File: config.mk
export PLATFORM = sky130hd
export DESIGN_NAME = onehot_encoder_8_3
export DESIGN_NICKNAME = d
export VERILOG_FILES = /design/src/rtl/onehot_encoder_8_3.sv
export SDC_FILE = /design/constraint.sdc
export NUM_CORES = 1
export LEC_CHECK = 0
export ABC_AREA = 1
export BUFFER_PORTS_ARGS = -buffer_cell sky130_fd_sc_hd__buf_4
export CORE_MARGIN = 2
export CORE_UTILIZATION = 58
export DETAILED_ROUTE_END_ITERATION = 12
export HOLD_SLACK_MARGIN = 0.15
export PLACE_DENSITY_LB_ADDON = 0.1
export SLEW_MARGIN = 20
export SYNTH_ARGS = -nofsm -noshare
export SYNTH_HDL_FRONTEND = slang
export SYNTH_SLANG_ARGS = --single-unit
File: constraint.sdc
create_clock -name clk -period 4.1 [get_ports clk]
set_clock_uncertainty 0.1 [all_clocks]
set_input_delay 0.615 -clock clk [delete_from_list [all_inputs] [get_ports clk]]
set_output_delay 0.615 -clock clk [all_outputs]
set_load 0.01 [all_outputs]
File: src/rtl/onehot_encoder_8_3.sv
// Serialises each accepted 8-bit request vector into one 3-bit index per set bit,
// lowest-first (ORDER=0) or highest-first (ORDER=1), with valid/ready on both sides.
module onehot_encoder_8_3 #(
    parameter int unsigned ORDER = 0
) (
    input  logic       clk,
    input  logic       rst_n,
    input  logic       in_valid,
    input  logic [7:0] in_bits,
    output logic       in_ready,
    output logic       out_valid,
    output logic [2:0] out_idx,
    output logic       out_last,
    input  logic       out_ready,
    output logic       zero_drop
);

    localparam int unsigned W  = 8;
    localparam int unsigned IW = 3;

    typedef enum logic {
        IDLE = 1'b0,
        EMIT = 1'b1
    } state_e;

    state_e          state_q, state_d;
    logic [W-1:0]    pending_q, pending_d;
    logic [IW-1:0]   idx_q, idx_d;
    logic            last_q, last_d;
    logic            zero_drop_q, zero_drop_d;

    // Index of the set bit to emit next, chosen by ORDER.
    function automatic logic [IW-1:0] pick(input logic [W-1:0] v);
        logic [IW-1:0] idx;
        idx = '0;
        if (ORDER == 0) begin
            for (int i = W - 1; i >= 0; i--)
                if (v[i]) idx = IW'(i);
        end else begin
            for (int i = 0; i < W; i++)
                if (v[i]) idx = IW'(i);
        end
        return idx;
    endfunction

    function automatic logic single_bit(input logic [W-1:0] v);
        return (v != '0) && ((v & (v - W'(1))) == '0);
    endfunction

    always_ff @(posedge clk or negedge rst_n) begin
        if (!rst_n) begin
            state_q     <= IDLE;
            pending_q   <= '0;
            idx_q       <= '0;
            last_q      <= 1'b0;
            zero_drop_q <= 1'b0;
        end else begin
            state_q     <= state_d;
            pending_q   <= pending_d;
            idx_q       <= idx_d;
            last_q      <= last_d;
            zero_drop_q <= zero_drop_d;
        end
    end

    always_comb begin
        state_d     = state_q;
        pending_d   = pending_q;
        zero_drop_d = 1'b0;
        idx_d       = '0;
        last_d      = 1'b0;

        unique case (state_q)
            IDLE: begin
                if (in_valid) begin
                    pending_d = in_bits;
                    if (in_bits != '0) state_d = EMIT;
                    else               zero_drop_d = 1'b1;
                end
            end
            EMIT: begin
                if (out_ready) begin
                    // Retire the index currently on out_idx.
                    pending_d = pending_q & ~(W'(1) << idx_q);
                    if (last_q) begin
                        state_d   = IDLE;
                        pending_d = '0;
                    end
                end
            end
            default: begin
                state_d   = IDLE;
                pending_d = '0;
            end
        endcase

        // Output index/last are precomputed so they come straight from flops.
        if (state_d == EMIT) begin
            idx_d  = pick(pending_d);
            last_d = single_bit(pending_d);
        end
    end

    assign in_ready  = (state_q == IDLE);
    assign out_valid = (state_q == EMIT);
    assign out_idx   = idx_q;
    assign out_last  = last_q;
    assign zero_drop = zero_drop_q;

endmodule

==> impl_metrics.yaml, run 1 <==
finish:
  syn2layout_area_growth_pct: 19.1
  final_net_count: 177
  multi_input_area_um2: 544
  stdcell_count: 180
  drive_gt1_share_pct: 28.0
  nFillCells: 125
  register_area_um2: 350
  antennaDiodeCount: 0
worst_setup_path:
  cp-start-kind: "register"
  critPathLaunch: "out_valid"
  ff2ff_setup_slack_ns: 2.37
  cp_max_fo: 11
  reg2reg_to: "out_idx[1]"
  rr_startpoint: "out_valid"
  worstSetupEndpointType: "register"
  required_ns: 4.16
  r2r_cells: 7
  arrival_ns: 1.79
  crit_end: "out_idx[1]"
  critPathKind: "reg2reg"
clock_tree:
  cts_buffers: 3
  cts_tree: "yes"
  root_buffer: "clkbuf_4"
  clk_pin_slew_ns: 0.09
  cts.sinks: 14
  clk_latency_ns: 0.28
  cts-resized-gates: 0
  clockBufferDepth: 2
  htree_levels: 1
  cts_hold_buf: 1
  cts_setup_buffers: 0
power:
  p_int_w: 0.000468
  clkPwrFrac_pct: 10.9
  p_sw_w: 0.000457
  power_frac_comb_pct: 64.2
  switching_share_pct: 49.4
  leakage_nw: 0.678
  seqPwrFrac_pct: 24.9
  ir_drop_mv: 0.459
  powerDensity_nw_per_um2: 781
routing:
  vias_per_cell: 5.45
  firstDrtPassIters: 4
  wirelength_um: 2380
  routedWlPerCell_um: 13.2
  post-route-drc-count: 0
  ant_nets: 0
  drtIter0Drc: 29
  num_vias: 981
outcome:
  outcome: "finished, final reports clean"
synthesis:
  synth_cell_types: 23
  ys_seq_area_share_pct: 35.2
  postSynth.asyncResetShare_pct: 100
  ys_warn_count: 0
  synth_area_um2: 995
  syn_nets: 154
  syn_area_per_cell_um2: 7.00
  synth-edff-count: 0
  synthCells: 142
  ys_ff_latch: 14
  synthFlopType: "dfrtp_1"
grt:
  grt_pass1_wl_um: 3760
  globalRouteOverflowTotal: 0
  antenna_found_initial: 0
  grt_pass1_vias: 852
  grt_usage_pct: 25.6
  grt_max_degree: 15
timing:
  fin_tns_setup_ns: 0
  worst_pin_slew_ns: 0.407
  finalHoldViolCount: 0
  max_freq_mhz: 578
  grt_setup_unrepaired: "no"
  fin_ws_ns: 2.37
  setup_violations: 0
  relSlewSlack_pct: 72.7
  maxSlewViolCount: 0
  period_minus_slack_ns: 1.73
  layout_worst_path_cycle_share_pct: 42.2
placed_design:
  portBuffers: 18
  post-place-ws_ns: 2.13
  dpl.hpwl_um: 1870
  place_congestion: 0.976
  placedCellCount: 175
die:
  fp.dieH_um: 45.4
  die_w_um: 45.4
  initial_core_util_pct: 63.8
  ioPinCount: 19
  placementRows: 14
  core_area_um2: 1560
  dieArea_um2: 2060
flow_run:
  cap_violations: 0
min_path:
  hold_class: "reg2reg"
[critical path: stages (launching register included)]
cell	delay [ns]
dfrtp_1	0.42
inv_4	0.10
a21oi_4	0.27
nand3_1	0.13
o21ai_1	0.25
nor2_4	0.09
a21oi_1	0.17
nor3_1	0.07
[power by group through the flow]
| stage | clock (W) | combinational (W) | sequential (W) |
|---|---|---|---|
| 3_3_place_gp | 0 | 0.000573 | 0.000230 |
| 3_5_place_dp | 0 | 0.000588 | 0.000232 |
| 2_1_floorplan | 0 | 0.000454 | 0.000234 |
| 5_1_grt | 0.000105 | 0.000661 | 0.000235 |
| 4_1_cts | 0.0000991 | 0.000591 | 0.000229 |
| 6_report | 0.000101 | 0.000594 | 0.000230 |
[cells in the mapped netlist, types with 2 or more instances]
cell type,instances,area [µm²]
nand2_1,41,154
nand2_2,8,50.1
dfrtp_1,14,350
nand2_4,2,22.5
nor2_2,2,12.5
nor2_1,12,45.0
a21oi_1,4,20.0
inv_2,3,11.3
o21ai_1,4,20.0
nor2_4,2,22.5
nand3_1,8,40.0
nor3_1,2,10.0
o21bai_1,7,52.6
o21ai_2,4,35.0
o21ai_0,3,15.0
inv_1,19,71.3
[sequential cells by signal, indices dropped and copies added, names as in the netlist]
signal,cells
pending_q,8
out_idx,3
out_last,1
out_valid,1
zero_drop,1
[per-layer routing]
metal	part of all wire [%]	global-route usage, %	up-vias	wire length (µm)
met3	5.2	2.38	7	125
met2	49	41.4	34	1160
li1	-	-	489	-
met5	0	0	-	0
met4	2.1	10.6	0	50
met1	44	35.0	451	1040
[layout by cell type, fill, tap and decap left out, types with 2 or more instances in the layout]
cell	synthesis	final
nor2_2	2	2
dfrtp_1	14	14
inv_1	19	19
nor2_4	2	2
inv_2	3	3
nand2_2	8	8
nor3_1	2	2
o21ai_0	3	3
a21oi_1	4	4
nor2_1	12	12
nand2_1	41	41
nand3_1	8	8
o21ai_2	4	4
clkbuf_4	0	3
nand2_4	2	2
buf_4	0	18
o21bai_1	7	7
o21ai_1	4	4
[metrics by stage]
stage | cell area [µm²] | hold WS, ns | total power, W | util (%)
after global routing | 1180 | 0.552 | 0.00100 | 76.0
after CTS | 1180 | 0.519 | 0.000920 | 76.0
after detailed placement | 1140 | 0.374 | 0.000820 | 73.0
after global placement | 1140 | 0.373 | 0.000803 | 73.0
after floorplan | 995 | 0.219 | 0.000688 | -
final | 1180 | 0.518 | 0.000925 | 76.0
[cell type report]
| cell class | count | share of cell area [%] |
|---|---|---|
| Tap cell | 16 | 1.69 |
| Clock buffer | 4 | 3.06 |
| Inverter | 23 | 7.50 |
| Sequential cell | 14 | 29.6 |
| Timing Repair Buffer | 19 | 12.2 |
| Multi-Input combinational cell | 104 | 45.9 |
[cell families (layout without fill, tap and decap cells)]
group / Yosys count / in the layout / synth area share [%]
simple gates: 80 / 80 / 38.1
compound gates: 24 / 24 / 16.6
buf+inv: 24 / 46 / 10.1
flops: 14 / 14 / 35.2
[worst min-delay path by stage]
stage,from,endpoint,slack (ns),cells after the start
floorplan,rst_n,out_idx[0],0.22,0
global placement,rst_n,zero_drop,0.37,1
detailed placement,rst_n,pending_q[0],0.37,1
CTS,pending_q[7],pending_q[7],0.52,2
global route,in_bits[2],zero_drop,0.55,4
finish,pending_q[7],pending_q[7],0.52,2
Note: power is estimated with default switching activity, not from simulation.
==> run 2: changes to the inputs <==
Settings changed: CORE_UTILIZATION 58 to 53.
Clock period 4.1 ns to 1.8 ns, I/O delays scaled along.
==> impl_metrics.yaml, run 2 (synthesis results as in run 1) <==
placed_design:
  portBuffers: 18
  place_congestion: 0.934
  dpl.hpwl_um: 1880
timing:
  relSlewSlack_pct: 76.5
  layout_worst_path_cycle_share_pct: 90.9
  grt_setup_unrepaired: "no"
  period_minus_slack_ns: 1.64
  maxSlewViolCount: 0
  max_freq_mhz: 611
  fin_tns_setup_ns: 0
  finalHoldViolCount: 0
  holdWs_ns: 0.195
  worst_pin_slew_ns: 0.349
  setup_violations: 0
clock_tree:
  clk_latency_ns: 0.29
  cts.sinks: 14
  root_buffer: "clkbuf_4"
  clockBufferDepth: 2
  cts_buffers: 3
  cts_tree: "yes"
  htree_levels: 1
  clk_pin_slew_ns: 0.09
worst_setup_path:
  worstSetupEndpointType: "register"
  ff2ff_setup_slack_ns: 0.16
  cp-start-kind: "register"
  critPathLaunch: "out_valid"
  crit_top_cell: "nand2_1"
  critPathKind: "reg2reg"
  rr_startpoint: "out_valid"
  cp_slowest_stage_delay_ns: 0.43
  reg2reg_to: "out_last"
  cp_max_fo: 11
  slowest_stage: "dfrtp_1"
  r2r_cells: 11
  critPathBufInv: 2
  required_ns: 1.90
  path_delay_family: "simple AND/OR/NAND/NOR gates"
  arrival_ns: 1.74
  path_cells: "inv_4, a21oi_2, nand3_1, nor2b_1, nand2_1, nor2_2, nand2_1, nand2_1, nand2_1, inv_1, nor2_1"
routing:
  num_vias: 1000
  vias_per_cell: 5.26
  ant_nets: 0
  top_layer: "met4"
  dr_wl_met3_um: 130
  drtIter0Drc: 31
  routedWlPerCell_um: 13.0
  firstDrtPassIters: 4
  wirelength_um: 2470
  post-route-drc-count: 0
  met2_length_um: 1240
  wl_met1_um: 1060
die:
  die_w_um: 47.3
  fp.dieH_um: 47.3
  core_area_um2: 1750
  dieArea_um2: 2240
  placementRows: 15
  ioPinCount: 19
  initial_core_util_pct: 57.0
power:
  powerDensity_nw_per_um2: 1770
  power_w: 0.00214
  ir_drop_mv: 1.04
  leakage_nw: 0.682
min_path:
  hold_class: "in2reg"
  hold_depth: 4
  holdPathEnd: "zero_drop"
  hold_path_startpoint: "in_bits[2]"
grt:
  globalRouteOverflowTotal: 0
  grt_usage_pct: 26.1
  grt_pass1_vias: 877
  grt_max_degree: 15
  grt_pass1_wl_um: 3910
  antenna_found_initial: 0
finish:
  final_util_pct: 69.2
  layout_common_cells: "nand2_1, inv_1, buf_4"
  drive_gt1_share_pct: 29.1
  largest_register_ffs: 8
  syn2layout_area_growth_pct: 21.5
  layout_commonest_cell: "nand2_1"
  top_register: "pending_q"
  final_net_count: 178
  nFillCells: 171
  antennaDiodeCount: 0
outcome:
  outcome: "finished, final reports clean"
flow_run:
  cap_violations: 0
==> run 2: changes by cell type in the layout (fill, tap and decap cells not counted) <==
cell     change
o21ai_1      -1
o21ai_2      +1
a21oi_2      +1
==> run 2: worst max path at each step <==
| stage | slack [ns] | end | cells past startpoint |
|---|---|---|---|
| 2_1_floorplan | 0.25 | out_last | 13 |
| 3_3_place_gp | 0.17 | out_last | 9 |
| 3_5_place_dp | 0.12 | out_last | 9 |
| 4_1_cts | 0.09 | out_last | 9 |
| 5_1_grt | 0.06 | out_last | 9 |
| 6_report | 0.16 | out_last | 11 |
==> run 2: per-layer routing <==
layer | GRT usage (%) | vias to the layer above
met3 | 4.62 | 5
met4 | 12.2 | 0
met2 | 44.1 | 36
met5 | 0 | -
li1 | - | 493
met1 | 32.0 | 466
==> run 2: layout make-up <==
type	instances	area (µm²)	area share, %
Multi-Input combinational cell	105	557	46.1
Sequential cell	14	350	29.0
Timing Repair Buffer	19	145	12.0
Inverter	23	88.8	7.35
Clock buffer	4	36.3	3.00
Tap cell	25	31.3	2.59
==> run 2: metrics by stage <==
stage / instances / area (µm²) / worst slack, ns
2_1_floorplan: 142 / 995 / 0.251
3_3_place_gp: 184 / 1150 / 0.166
3_5_place_dp: 184 / 1150 / 0.121
4_1_cts: 189 / 1200 / 0.0888
5_1_grt: 190 / 1210 / 0.0552
6_report: 190 / 1210 / 0.164
==> run 2: worst min-delay path: cells and delay by family <==
family	cells	cell delay, ns
buf+inv	2	0.14
simple gates	2	0.14
==> run 2: repair_timing <==
item,CTS,global route
endpoints found under the hold margin,14,0
setup endpoints to repair,0,2
hold buffers,1,0
resized for setup,0,1
setup buffers,0,0
==> run 2: power by group <==
part / switching, W / leakage (nW) / total (W) / internal (W)
combinational: 0.000855 / 0.480 / 0.00137 / 0.000513
sequential: 0.0000952 / 0.181 / 0.000535 / 0.000440
clock: 0.000115 / 0.0210 / 0.000239 / 0.000123
==> run 3: changes to the inputs <==
Settings changed: CELL_PAD_IN_SITES_DETAIL_PLACEMENT set to 1, CELL_PAD_IN_SITES_GLOBAL_PLACEMENT set to 2, CORE_UTILIZATION 53 to 29, SLEW_MARGIN 20 to 25.
==> impl_metrics.yaml, run 3 (synthesis results as in run 1) <==
finish:
  layout_common_cells: "nand2_1, buf_4, inv_1"
  largest_register_ffs: 8
  top_register: "pending_q"
  syn2layout_area_growth_pct: 31.1
  antennaDiodeCount: 0
  final_net_count: 183
  drive_gt1_share_pct: 32.9
  design_area_um2: 1300
  layout_commonest_cell: "nand2_1"
  nFillCells: 440
grt:
  grt_usage_pct: 16.5
  grt_max_degree: 15
  globalRouteOverflowTotal: 0
  antenna_found_initial: 0
  grt_pass1_wl_um: 4980
  grt_pass1_vias: 1047
timing:
  fin_ws_ns: 0.104
  holdWs_ns: 0.204
  max_freq_mhz: 590
  period_minus_slack_ns: 1.70
  fin_tns_setup_ns: 0
  maxSlewViolCount: 0
  relSlewSlack_pct: 76.2
  finalHoldViolCount: 0
  grt_setup_unrepaired: "yes"
  worst_pin_slew_ns: 0.354
  layout_worst_path_cycle_share_pct: 94.2
  setup_violations: 0
clock_tree:
  clk_latency_ns: 0.29
  cts.sinks: 14
  clk_pin_slew_ns: 0.10
  clockBufferDepth: 2
  root_buffer: "clkbuf_4"
  cts_buffers: 3
  cts_tree: "yes"
  htree_levels: 1
routing:
  wirelength_um: 3070
  post-route-drc-count: 0
  num_vias: 989
  routedWlPerCell_um: 14.2
  vias_per_cell: 4.58
  firstDrtPassIters: 4
  ant_nets: 0
  drtIter0Drc: 29
power:
  p_sw_w: 0.00116
  clkPwrFrac_pct: 10.3
  power_frac_comb_pct: 66.7
  powerDensity_nw_per_um2: 1800
  switching_share_pct: 49.5
  power_w: 0.00234
  p_int_w: 0.00118
  leakage_nw: 0.717
  ir_drop_mv: 0.716
  seqPwrFrac_pct: 23.0
die:
  placementRows: 21
  ioPinCount: 19
  initial_core_util_pct: 30.0
  die_w_um: 62.6
  core_area_um2: 3310
  fp.dieH_um: 62.6
  dieArea_um2: 3910
placed_design:
  dpl_cell_area_um2: 1180
  post-place-ws_ns: 0.0870
  dpl.hpwl_um: 2430
  place_congestion: 0.758
  portBuffers: 18
worst_setup_path:
  worstSetupEndpointType: "register"
  critPathKind: "reg2reg"
  cp-start-kind: "register"
  required_ns: 1.89
  cp_max_fo: 7
  arrival_ns: 1.79
outcome:
  outcome: "finished, final reports clean"
flow_run:
  cap_violations: 0
min_path:
  hold_class: "in2reg"
-- run 3: final timing paths --
check	start	depth (start not counted)	to	slack (ns)
worst max-delay path	out_valid	10	out_last	0.10
max in group asynchronous	rst_n	2	pending_q[5]	1.16
worst max register to register	out_valid	10	out_last	0.10
worst min-delay path	in_bits[5]	4	zero_drop	0.20
min in group asynchronous	rst_n	2	pending_q[3]	0.26
worst min register to register	pending_q[2]	3	pending_q[2]	0.50
-- run 3: what timing repair did --
action	4_1_cts	5_1_grt
setup endpoints to repair	0	3
endpoints found under the hold margin	14	0
buffers inserted	0	5
resized for setup	0	6
hold buffers	1	0
-- run 3: critical path, cell delays in order (launching register included) --
cell	delay, ns
dfrtp_1	0.43
clkinv_4	0.14
a21oi_4	0.22
buf_4	0.15
nand3_1	0.06
o21ai_0	0.12
nand2_1	0.10
nand3_1	0.10
nor2_1	0.05
nand3_1	0.08
nor2_1	0.04
-- run 3: power by group through the flow --
| stage | registers (W) | logic (W) | clock network [W] |
|---|---|---|---|
| final | 0.000539 | 0.00156 | 0.000241 |
| after global routing | 0.000553 | 0.00175 | 0.000260 |
| after CTS | 0.000531 | 0.00141 | 0.000248 |
| after detailed placement | 0.000538 | 0.00140 | 0 |
| after global placement | 0.000536 | 0.00139 | 0 |
| after floorplan | 0.000532 | 0.00103 | 0 |
-- run 3: layout make-up --
class	count	area (µm²)	share of cell area (%)
Multi-Input combinational cell	105	573	44.0
Clock buffer	4	36.3	2.78
Timing Repair Buffer	24	195	15.0
Sequential cell	14	350	26.9
Inverter	23	91.3	7.01
Tap cell	46	57.6	4.41
-- run 3: routing by layer --
layer / track usage [%] / routed length [µm] / up-vias
met5: 0 / 0 / -
met4: 6.67 / 27 / 0
met3: 1.44 / 40 / 2
met2: 29.6 / 1640 / 8
met1: 20.1 / 1360 / 476
li1: - / - / 503
-- run 3: metrics by stage --
step / utilization, % / std cells
global placement: 35.5 / 205
detailed placement: 35.5 / 205
global route: 39.4 / 216
floorplan: - / 142
finish: 39.4 / 216
CTS: 36.9 / 210
